===== src/rtl/cpu_alu_pkg.sv =====
// cpu_alu_pkg: shared definitions for the CPU execution unit.
//   - opcode values (must match the control unit's opcode field)
//   - FSM state encoding
//   - iteration count of the multiply/divide engine
package cpu_alu_pkg;

  localparam int OP_W = 6;

  localparam logic [OP_W-1:0] OP_ADD = 6'd8;
  localparam logic [OP_W-1:0] OP_SUB = 6'd9;
  localparam logic [OP_W-1:0] OP_LSR = 6'd10;
  localparam logic [OP_W-1:0] OP_LSL = 6'd11;
  localparam logic [OP_W-1:0] OP_RSR = 6'd12;
  localparam logic [OP_W-1:0] OP_RSL = 6'd13;
  localparam logic [OP_W-1:0] OP_MUL = 6'd14;
  localparam logic [OP_W-1:0] OP_DIV = 6'd15;
  localparam logic [OP_W-1:0] OP_MOD = 6'd16;
  localparam logic [OP_W-1:0] OP_AND = 6'd17;
  localparam logic [OP_W-1:0] OP_OR  = 6'd18;
  localparam logic [OP_W-1:0] OP_XOR = 6'd19;
  localparam logic [OP_W-1:0] OP_NOT = 6'd20;
  localparam logic [OP_W-1:0] OP_CMP = 6'd21;
  localparam logic [OP_W-1:0] OP_TST = 6'd22;
  localparam logic [OP_W-1:0] OP_INC = 6'd23;
  localparam logic [OP_W-1:0] OP_DEC = 6'd24;

  typedef enum logic [1:0] {
    ST_IDLE = 2'd0,
    ST_EXEC = 2'd1,
    ST_ITER = 2'd2,
    ST_DONE = 2'd3
  } state_e;

  localparam int ITER_STEPS = 16;

  // Division by zero is resolved without iterating; MUL always iterates.
  function automatic logic is_iter_op(input logic [OP_W-1:0] op, input logic [15:0] divisor);
    return (op == OP_MUL) || (((op == OP_DIV) || (op == OP_MOD)) && (divisor != 16'd0));
  endfunction

endpackage


===== src/rtl/alu_muldiv_iter.sv =====
// alu_muldiv_iter: shared 16-step engine for unsigned multiply (LSB-first
// shift-add) and unsigned restoring division.
//   clk_i, rst_b_i  : clock / async active-low reset (control state only)
//   start_i         : load operands; steps follow on the next 16 edges
//   div_i           : 1 = divide a_i by b_i, 0 = multiply a_i * b_i
//   a_i, b_i        : operands, sampled with start_i
//   done_o          : high once all steps are complete, until the next edge
//   hi_o, lo_o      : MUL -> product high/low; DIV/MOD -> remainder/quotient
module alu_muldiv_iter
  import cpu_alu_pkg::*;
#(
  parameter int WIDTH = 16
) (
  input  logic             clk_i,
  input  logic             rst_b_i,
  input  logic             start_i,
  input  logic             div_i,
  input  logic [WIDTH-1:0] a_i,
  input  logic [WIDTH-1:0] b_i,
  output logic             done_o,
  output logic [WIDTH-1:0] hi_o,
  output logic [WIDTH-1:0] lo_o
);

  localparam logic [4:0] LAST = 5'(ITER_STEPS);

  logic             run_q;
  logic [4:0]       cnt_q;
  logic             div_q;
  logic [WIDTH-1:0] m_q, hi_q, lo_q;
  logic [WIDTH-1:0] hi_d, lo_d;
  logic             step;

  assign step   = run_q && (cnt_q != LAST);
  assign done_o = run_q && (cnt_q == LAST);
  assign hi_o   = hi_q;
  assign lo_o   = lo_q;

  always_ff @(posedge clk_i or negedge rst_b_i) begin
    if (!rst_b_i) begin
      run_q <= 1'b0;
      cnt_q <= '0;
    end else if (start_i) begin
      run_q <= 1'b1;
      cnt_q <= '0;
    end else if (done_o) begin
      run_q <= 1'b0;
    end else if (step) begin
      cnt_q <= cnt_q + 5'd1;
    end
  end

  // hi/lo double as partial-product/multiplier for MUL and
  // partial-remainder/quotient for DIV; m holds multiplicand or divisor.
  always_comb begin
    logic [WIDTH:0] sum;
    logic [WIDTH:0] rs;
    sum  = '0;
    rs   = '0;
    hi_d = hi_q;
    lo_d = lo_q;
    if (div_q) begin
      rs = {hi_q, lo_q[WIDTH-1]};
      if (rs >= {1'b0, m_q}) begin
        sum  = rs - {1'b0, m_q};
        hi_d = sum[WIDTH-1:0];
        lo_d = {lo_q[WIDTH-2:0], 1'b1};
      end else begin
        hi_d = rs[WIDTH-1:0];
        lo_d = {lo_q[WIDTH-2:0], 1'b0};
      end
    end else begin
      sum  = {1'b0, hi_q} + (lo_q[0] ? {1'b0, m_q} : '0);
      hi_d = sum[WIDTH:1];
      lo_d = {sum[0], lo_q[WIDTH-1:1]};
    end
  end

  always_ff @(posedge clk_i) begin
    if (start_i) begin
      div_q <= div_i;
      m_q   <= div_i ? b_i : a_i;
      lo_q  <= div_i ? a_i : b_i;
      hi_q  <= '0;
    end else if (step) begin
      hi_q <= hi_d;
      lo_q <= lo_d;
    end
  end

endmodule


===== src/rtl/cpu_alu.sv =====
// cpu_alu: execution unit downstream of the control unit.
//   clk, rst_b          : clock / async active-low reset
//   opcode, term1/term2 : operation and operands, sampled with alu_enable
//   alu_enable          : start request, honoured only while idle
//   alu_out             : registered result, held until the next completion
//   alu_done            : one-cycle completion pulse
//   alu_wb              : with alu_done, 1 = write alu_out to acc
//   alu_busy            : operation in flight
//   fl_*                : registered zero/negative/carry/overflow flags
module cpu_alu
  import cpu_alu_pkg::*;
#(
  parameter int WIDTH = 16,
  parameter int OPW   = 6
) (
  input  logic             clk,
  input  logic             rst_b,
  input  logic [OPW-1:0]   opcode,
  input  logic [WIDTH-1:0] term1,
  input  logic [WIDTH-1:0] term2,
  input  logic             alu_enable,
  output logic [WIDTH-1:0] alu_out,
  output logic             alu_done,
  output logic             alu_wb,
  output logic             alu_busy,
  output logic             fl_zero,
  output logic             fl_negative,
  output logic             fl_carry,
  output logic             fl_overflow
);

  state_e           state_q, state_d;
  logic [OPW-1:0]   op_q;
  logic [WIDTH-1:0] a_q, b_q;
  logic [WIDTH-1:0] out_q;
  logic             done_q, wb_q, z_q, n_q, c_q, v_q;

  logic             accept, iter_op, eng_start, eng_done;
  logic [WIDTH-1:0] eng_hi, eng_lo;
  logic [WIDTH-1:0] operand_b;
  logic [3:0]       shamt;
  logic [WIDTH-1:0] res;
  logic             res_c, res_v, res_wb, res_upd;

  // The done cycle itself is not an acceptance slot; the next request
  // is taken in the cycle after the pulse.
  assign accept    = (state_q == ST_IDLE) && !done_q && alu_enable;
  assign iter_op   = is_iter_op(opcode, term2);
  assign eng_start = accept && iter_op;

  alu_muldiv_iter #(.WIDTH(WIDTH)) u_muldiv (
    .clk_i   (clk),
    .rst_b_i (rst_b),
    .start_i (eng_start),
    .div_i   (opcode != OP_MUL),
    .a_i     (term1),
    .b_i     (term2),
    .done_o  (eng_done),
    .hi_o    (eng_hi),
    .lo_o    (eng_lo)
  );

  always_ff @(posedge clk or negedge rst_b) begin
    if (!rst_b) state_q <= ST_IDLE;
    else        state_q <= state_d;
  end

  always_comb begin
    state_d = state_q;
    case (state_q)
      ST_IDLE: if (accept) state_d = iter_op ? ST_ITER : ST_EXEC;
      ST_EXEC: state_d = ST_DONE;
      ST_ITER: if (eng_done) state_d = ST_DONE;
      ST_DONE: state_d = ST_IDLE;
      default: state_d = ST_IDLE;
    endcase
  end

  always_ff @(posedge clk) begin
    if (accept) begin
      op_q <= opcode;
      a_q  <= term1;
      b_q  <= term2;
    end
  end

  assign operand_b = ((op_q == OP_INC) || (op_q == OP_DEC)) ? WIDTH'(1) : b_q;
  assign shamt     = b_q[3:0];

  // Result and carry/overflow for the latched operation. Unknown opcodes
  // keep the current outputs and flags.
  always_comb begin
    logic [2*WIDTH-1:0] wide;
    logic [WIDTH:0]     ext;
    wide    = '0;
    ext     = '0;
    res     = out_q;
    res_c   = c_q;
    res_v   = v_q;
    res_wb  = 1'b0;
    res_upd = 1'b1;
    case (op_q)
      OP_ADD, OP_INC: begin
        ext    = {1'b0, a_q} + {1'b0, operand_b};
        res    = ext[WIDTH-1:0];
        res_c  = ext[WIDTH];
        res_v  = (a_q[WIDTH-1] == operand_b[WIDTH-1]) && (res[WIDTH-1] != a_q[WIDTH-1]);
        res_wb = 1'b1;
      end
      OP_SUB, OP_DEC, OP_CMP: begin
        ext    = {1'b0, a_q} - {1'b0, operand_b};   // bit WIDTH is the borrow
        res    = ext[WIDTH-1:0];
        res_c  = ext[WIDTH];
        res_v  = (a_q[WIDTH-1] != operand_b[WIDTH-1]) && (res[WIDTH-1] != a_q[WIDTH-1]);
        res_wb = (op_q != OP_CMP);
      end
      OP_LSR: begin
        wide   = {a_q, {WIDTH{1'b0}}} >> shamt;
        res    = wide[2*WIDTH-1:WIDTH];
        res_c  = wide[WIDTH-1];
        res_v  = 1'b0;
        res_wb = 1'b1;
      end
      OP_LSL: begin
        wide   = {{WIDTH{1'b0}}, a_q} << shamt;
        res    = wide[WIDTH-1:0];
        res_c  = wide[WIDTH];
        res_v  = 1'b0;
        res_wb = 1'b1;
      end
      OP_RSR: begin
        wide   = {a_q, a_q} >> shamt;
        res    = wide[WIDTH-1:0];
        res_c  = (shamt != 4'd0) && res[WIDTH-1];  // last bit out lands in the MSB
        res_v  = 1'b0;
        res_wb = 1'b1;
      end
      OP_RSL: begin
        wide   = {a_q, a_q} << shamt;
        res    = wide[2*WIDTH-1:WIDTH];
        res_c  = (shamt != 4'd0) && res[0];        // last bit out lands in the LSB
        res_v  = 1'b0;
        res_wb = 1'b1;
      end
      OP_MUL: begin
        res    = eng_lo;
        res_c  = |eng_hi;
        res_v  = |eng_hi;
        res_wb = 1'b1;
      end
      OP_DIV: begin
        res    = (b_q == '0) ? '1 : eng_lo;
        res_c  = 1'b0;
        res_v  = (b_q == '0);
        res_wb = 1'b1;
      end
      OP_MOD: begin
        res    = (b_q == '0) ? a_q : eng_hi;
        res_c  = 1'b0;
        res_v  = (b_q == '0);
        res_wb = 1'b1;
      end
      OP_AND, OP_TST, OP_OR, OP_XOR, OP_NOT: begin
        case (op_q)
          OP_OR:   res = a_q | b_q;
          OP_XOR:  res = a_q ^ b_q;
          OP_NOT:  res = ~a_q;
          default: res = a_q & b_q;
        endcase
        res_c  = 1'b0;
        res_v  = 1'b0;
        res_wb = (op_q != OP_TST);
      end
      default: res_upd = 1'b0;
    endcase
  end

  // Outputs change only on the edge that leaves DONE, so the done pulse,
  // result and flags all appear together in the following cycle.
  always_ff @(posedge clk or negedge rst_b) begin
    if (!rst_b) begin
      out_q  <= '0;
      done_q <= 1'b0;
      wb_q   <= 1'b0;
      z_q    <= 1'b0;
      n_q    <= 1'b0;
      c_q    <= 1'b0;
      v_q    <= 1'b0;
    end else begin
      done_q <= (state_q == ST_DONE);
      if (state_q == ST_DONE) begin
        wb_q <= res_wb;
        if (res_upd) begin
          out_q <= res;
          z_q   <= (res == '0);
          n_q   <= res[WIDTH-1];
          c_q   <= res_c;
          v_q   <= res_v;
        end
      end
    end
  end

  assign alu_out     = out_q;
  assign alu_done    = done_q;
  assign alu_wb      = wb_q;
  assign alu_busy    = (state_q != ST_IDLE);
  assign fl_zero     = z_q;
  assign fl_negative = n_q;
  assign fl_carry    = c_q;
  assign fl_overflow = v_q;

endmodule


===== config.mk =====
export PLATFORM = sky130hd
export DESIGN_NAME = cpu_alu
export DESIGN_NICKNAME = d
export VERILOG_FILES = /design/src/rtl/cpu_alu_pkg.sv /design/src/rtl/alu_muldiv_iter.sv /design/src/rtl/cpu_alu.sv
export SDC_FILE = /design/constraint.sdc
export NUM_CORES = 1
export LEC_CHECK = 0
export BUFFER_PORTS_ARGS = -buffer_cell sky130_fd_sc_hd__buf_4
export CAP_MARGIN = 20
export CORE_UTILIZATION = 55
export CTS_BUF_LIST = sky130_fd_sc_hd__clkbuf_2
export DETAILED_ROUTE_END_ITERATION = 10
export MAX_ROUTING_LAYER = met4
export PLACE_DENSITY = 0.73
export SLEW_MARGIN = 20
export SYNTH_ARGS = -nofsm -noshare
export SYNTH_HDL_FRONTEND = slang
export SYNTH_HIERARCHICAL = 1
export SYNTH_SLANG_ARGS = --single-unit

===== constraint.sdc =====
create_clock -name clk -period 5.79 [get_ports clk]
set_input_delay 1.4475 -clock clk [delete_from_list [all_inputs] [get_ports clk]]
set_output_delay 1.4475 -clock clk [all_outputs]
set_load 0.01 [all_outputs]

# Yosys cells after proc, flatten, opt, wreduce, memory -nomap -nowiden

Cells that the tools add are included.

Flip-flop bits (word level): 117
Bits of input ports: 41
Output and inout bits: 23

Add/subtract/negate cells: 5
Magnitude comparators: 1
Equality and inequality tests: 35
Shifts and indexed selects: 4
Multiplexer cells: 27
Bitwise gates (word level): 4
Reductions and logical operators: 38

Operator list:

| cell                 | count |
|---|---|
| $mux W16             | 11 |
| $pmux W16 S10        | 1 |
| $eq A6 B4 Y1 const B | 10 |
| $eq A6 B5 Y1 const B | 10 |
| $pmux W16 S3         | 1 |
| $add A16 B16 Y17     | 2 |
| $logic_not A16 Y1    | 2 |
| $shl A32 B4 Y32      | 1 |
| $shr A32 B4 Y16      | 1 |
| $shr A32 B4 Y32      | 1 |
| $reduce_or A9 Y1     | 2 |
| $ge A17 B16 Y1       | 1 |
| $reduce_or A17 Y1    | 1 |
| $shl A16 B4 Y17      | 1 |
| $sub A16 B16 Y17     | 1 |
| $and A16 B16 Y16     | 1 |
| $not A16 Y16         | 1 |
| $or A16 B16 Y16      | 1 |
| $reduce_bool A16 Y1  | 1 |
| $reduce_or A16 Y1    | 1 |
| $sub A16 B16 Y16     | 1 |
| $xor A16 B16 Y16     | 1 |
| $mux W5              | 3 |
| $ne A6 B5 Y1 const B | 2 |
| 29 further kinds     | 56 |

# Logic depth before layout (Yosys ltp)

Depth after elaboration: 7
Depth in mapped cells: 19
Depth with buffers taken out: 16

# Modules after synthesis

The synthesis kept the hierarchy.

By module, submodules not included:

| module          | times used | cells each | area each (um^2) |
|---|---|---|---|
| cpu_alu         | 1          | 1049       | 8739.6 |
| alu_muldiv_iter | 1          | 477        | 4453.0 |

# Least setup slack after synthesis

No wires, ideal clock.

Path type: input-to-reg
Start: in opcode[4]
End: reg u_muldiv.lo_q[0] (netlist: u_muldiv/lo_o[0]), enable pin
Library setup time: 373 ps
Arrival time: 4584 ps
Slack: 833 ps
Stages on the path: 7
Path buffers: 1
Path through: nand4b_1 > nor3_1 > nor2_1 > nor4b_1 > clkbuf_1 > nor2_1 > inv_1

Word-level cells in the longest chain between the ends: 6
Elaborated cells on any way between the ends: 8
Classes of those cells: eq/ne: 3; reduce/logical: 5

Ends and longest elaborated chain:

| item                                         | line                  | RTL |
|---|---|---|
| start: declaration                           | cpu_alu.sv:18         | `input logic [OPW-1:0] opcode,` |
| $eq A6 B4 Y1 or $eq A6 B5 Y1 (tied branches) | cpu_alu_pkg.sv:38     | `return (op == OP_MUL) \|\| (((op == OP_DIV) \|\| (op == OP_MOD)) && (divisor != 16'd0));` |
| $logic_or A1 B1 Y1                           | cpu_alu_pkg.sv:38     |  |
| $logic_and A1 B1 Y1                          | cpu_alu_pkg.sv:38     |  |
| $logic_or A1 B1 Y1 (*)                       | cpu_alu_pkg.sv:38     |  |
| $logic_and A1 B1 Y1 (*)                      | cpu_alu.sv:49         | `assign eng_start = accept && iter_op;` |
| via eng_start                                | cpu_alu.sv:38         | `logic accept, iter_op, eng_start, eng_done;` |
| $reduce_bool A2 Y1 (no line) (*)             | -                     |  |
| end signal: assignment                       | alu_muldiv_iter.sv:83 | `lo_q <= div_i ? a_i : b_i;` |
| end signal: assignment                       | alu_muldiv_iter.sv:87 | `lo_q <= lo_d;` |
| end: declaration                             | alu_muldiv_iter.sv:30 | `logic [WIDTH-1:0] m_q, hi_q, lo_q;` |

Mark *: on every way through the listed nets, which the timed path passes. The rest lies on a longest branch.
A chain may end at the register's enable or synchronous reset.

# Worst setup path after layout

Start: reg op_q[2]
End: reg z_q (netlist: fl_zero)

Word-level cells in the longest chain between the ends: 6
Elaborated cells on any way between the ends: 30
Classes of those cells: add/sub: 2; eq/ne: 17; mux: 4; reduce/logical: 7

Ends and longest elaborated chain:

| item                                                 | line                           | RTL |
|---|---|---|
| start: declaration                                   | cpu_alu.sv:33                  | `logic [OPW-1:0] op_q;` |
| start signal: assignment                             | cpu_alu.sv:81                  | `op_q <= opcode;` |
| $eq A6 B5 Y1                                         | cpu_alu.sv:87, cpu_alu.sv:102  |  |
| $logic_or A1 B1 Y1                                   | cpu_alu.sv:87                  | `assign operand_b = ((op_q == OP_INC) \|\| (op_q == OP_DEC)) ? WIDTH'(1) : b_q;` |
| $mux W16                                             | cpu_alu.sv:87                  |  |
| $sub A16 B16 Y17 or $add A16 B16 Y17 (tied branches) | cpu_alu.sv:111, cpu_alu.sv:104 |  |
| $pmux W16 S10                                        | cpu_alu.sv:102                 | `case (op_q)` |
| $logic_not A16 Y1                                    | cpu_alu.sv:195                 | `z_q <= (res == '0);` |
| end signal: assignment                               | cpu_alu.sv:195                 |  |
| end: declaration                                     | cpu_alu.sv:36                  | `logic done_q, wb_q, z_q, n_q, c_q, v_q;` |

Several ways; a longest one is shown, not always the timed one.

==> flow_summary.ini <==
[run_status]
status = finished, final reports clean

[yosys]
ys_seq_area_frac = 0.241
syn_area_mm2 = 0.0132
ys.flop_type = edfxtp_1
synth_edf_count = 71
ys_types = 100
ys.warnings.count = 6
syn_avg_cell_area_um2 = 8.65
ys_ff_latch = 116
postSynthCellCount = 1526
yosysTopAreaCell = edfxtp_1
synth_fp_nets = 1680
synth_top_area_frac = 0.162
synthTopCellsByArea = edfxtp_1, ha_1, dfrtp_1, mux4_2, mux2i_1
async_flop_share = 0.250

[detailed_routing]
via_count = 13300
avgRoutedWirePerCell_um = 28.3
drt_first_iter_violations = 1935
routed_wl_mm = 52.9
drcViolationCount = 0
drtAntennaViolNets = 0
firstDrtPassIters = 7
vias_per_cell = 7.10

[global_route]
grt_pass1_vias = 12500
grt_pass1_wl_mm = 78.3
grt_use_met2 = 0.639
met1_usage = 0.568
track_usage = 0.449
antenna_found_initial = 4
grt_max_degree = 61
grt_use_met3 = 0.119
grt-ovfl-total = 0
grt.busiest_layer = met2

[place]
dp_hpwl_mm = 39.6
dp_slack_ps = 487
dp.cells = 1834
port_buffers = 63
place.gp.congestion = 1.08

[power]
p_int_mw = 1.06
ir_drop_mv = 0.0979
power_switching_mw = 0.433
p_sw_frac = 0.290
pwr-share-clk = 0.378
p_leak_nw = 5.82
cellPowerDensity_mw_per_mm2 = 106
pwr-share-seq = 0.587
pwr-share-comb = 0.035

[clocking]
post_cts_buffers = 0
htreeDepth = 4
hold_buffers = 0
cts_buffers = 17
clockRootBuffer = clkbuf_2
clock_latency_ps = 770
clock-sinks = 116
clk_pin_slew_ps = 240
cts_resized = 0
clk_path_buf_depth = 2
cts_tree = built

[floorplan]
die_area_mm2 = 0.0246
rows = 56
die_y_um = 157
initial_utilization = 0.562
io_pins = 64
die_w_um = 157
core_mm2 = 0.0235

[sta]
setup_viol = 0
slew_violations = 0
min_period_over_period = 0.883
rsz0062_at_grt = no
tightest_slew_ps = 1190
clock_skew_ps = 49.6
fmax_mhz = 196
finalHoldViolCount = 0
slew_headroom = 0.196
post-route-min-period_ps = 5110
worst_slack_ps = 677
fin_setup_tns_ps = 0

[setup_path]
endpoint_kind = flop
start_kind = flop
critical_path_class = flop to flop
cp_max_fo = 20
required_ps = 6520
arrival_ps = 5840

[finish]
finalNonFillerCells = 1870
area_growth_pct = 6.66
drive_gt1_frac = 0.144
layout_common_cells = nand2_1, ha_1, buf_4, nor2_1, inv_1
fin_nets = 1688
final_common_cell = nand2_1

[run]
drv_cap = 0

[hold_path]
hold_path.class = flop to flop
-- cells by family (layout without fill, tap and decap cells) --
family	after synthesis	count (layout)	share of synthesized area
and+or+nand+nor	485	485	0.190
other	0	4	0
AOI/OAI and AO/OA	443	443	0.241
DFF	116	116	0.241
muxes	124	124	0.126
buffers and inverters	202	223	0.0644
adders and majority gates	113	113	0.109
xor gates and xnor gates	43	43	0.0285
-- synthesized netlist by cell type, types with 10 or more instances --
cell and count:
a2111oi_0 12, nor2b_1 31, buf_2 19, a31oi_1 16
mux2_2 30, nand2_1 138, o22ai_1 19, o21a_1 12
or3_1 12, xnor2_1 25, mux2i_1 63, and2_1 30
nor4_1 20, edfxtp_1 71, nor2_1 97, a21o_1 19
o211ai_1 17, nand3_1 29, dfrtp_1 29, o21bai_1 10
nor4b_1 10, xor2_1 18, inv_1 92, dfxtp_1 16
ha_1 109, o2111ai_1 12, nand4_1 19, nand2b_1 17
mux4_2 31, o21ai_0 72, a211oi_1 36, a21oi_1 78
nor3_1 34, clkbuf_1 73
-- cell type report --
type                            instances  area, µm²
Fill cell                            2139       9400
Tap cell                              319        399
Clock buffer                           17       85.1
Inverter                               93        349
Sequential cell                       116       3180
Antenna cell                            4       10.0
Multi-Input combinational cell       1208       9180
Clock inverter                         15        133
Timing Repair Buffer                   98        736
-- layer usage --
metal | vias to the layer above | routed length (µm)
met5 | - | 0
met4 | 0 | 3510
met3 | 231 | 6410
met2 | 889 | 22400
met1 | 6359 | 20600
li1 | 5801 | -
-- power by group through the flow --
stage | clock network [mW] | logic [mW] | registers (mW)
6_report | 0.564 | 0.0524 | 0.876
3_3_place_gp | 0 | 0.0508 | 0.893
2_1_floorplan | 0 | 0.0121 | 0.893
5_1_grt | 0.592 | 0.0557 | 0.876
4_1_cts | 0.567 | 0.0522 | 0.876
3_5_place_dp | 0 | 0.0522 | 0.893
-- sequential cells by signal (all words and copies together), names as in the netlist, 2 cells and up --
signal	count
a_q	16
alu_out	16
b_q	16
op_q	6
state_q	2
u_muldiv/cnt_q	5
u_muldiv/hi_o	16
u_muldiv/lo_o	16
u_muldiv/m_q	16
-- critical path: stages (launching register included) --
cell	delay, ps
edfxtp_1	670
nor4b_1	660
o21ai_2	360
nand2_1	210
ha_1	200
inv_1	60
fa_1	440
o21bai_1	160
a21oi_1	160
o31a_1	280
a22o_1	170
o21ai_0	440
nand4_1	240
a222oi_1	400
o2111ai_1	190
a2111oi_2	250
a32o_1	200
-- through the flow --
step                 util  instance area (µm²)  hold WS (ps)  power (mW)
finish              0.599                14100           545        1.49
detailed placement  0.590                13800           495       0.945
global placement    0.590                13800           481       0.944
global route        0.599                14100           532        1.52
floorplan               -                13200           481       0.905
CTS                 0.599                14100           539        1.50
-- path summary, 6_finish.rpt --
| path | from | end | slack [ps] | cells after the start |
|---|---|---|---|---|
| worst max-delay path | op_q[2] | fl_zero | 680 | 16 |
| worst min-delay path | alu_out[0] | alu_out[0] | 540 | 1 |
| worst max register to register | op_q[2] | fl_zero | 680 | 16 |
| worst min register to register | alu_out[0] | alu_out[0] | 540 | 1 |
| max in group asynchronous | rst_b | alu_out[2] | 4890 | 1 |
| min in group asynchronous | rst_b | alu_wb | 550 | 1 |
Power figures use the tool's default switching activity.
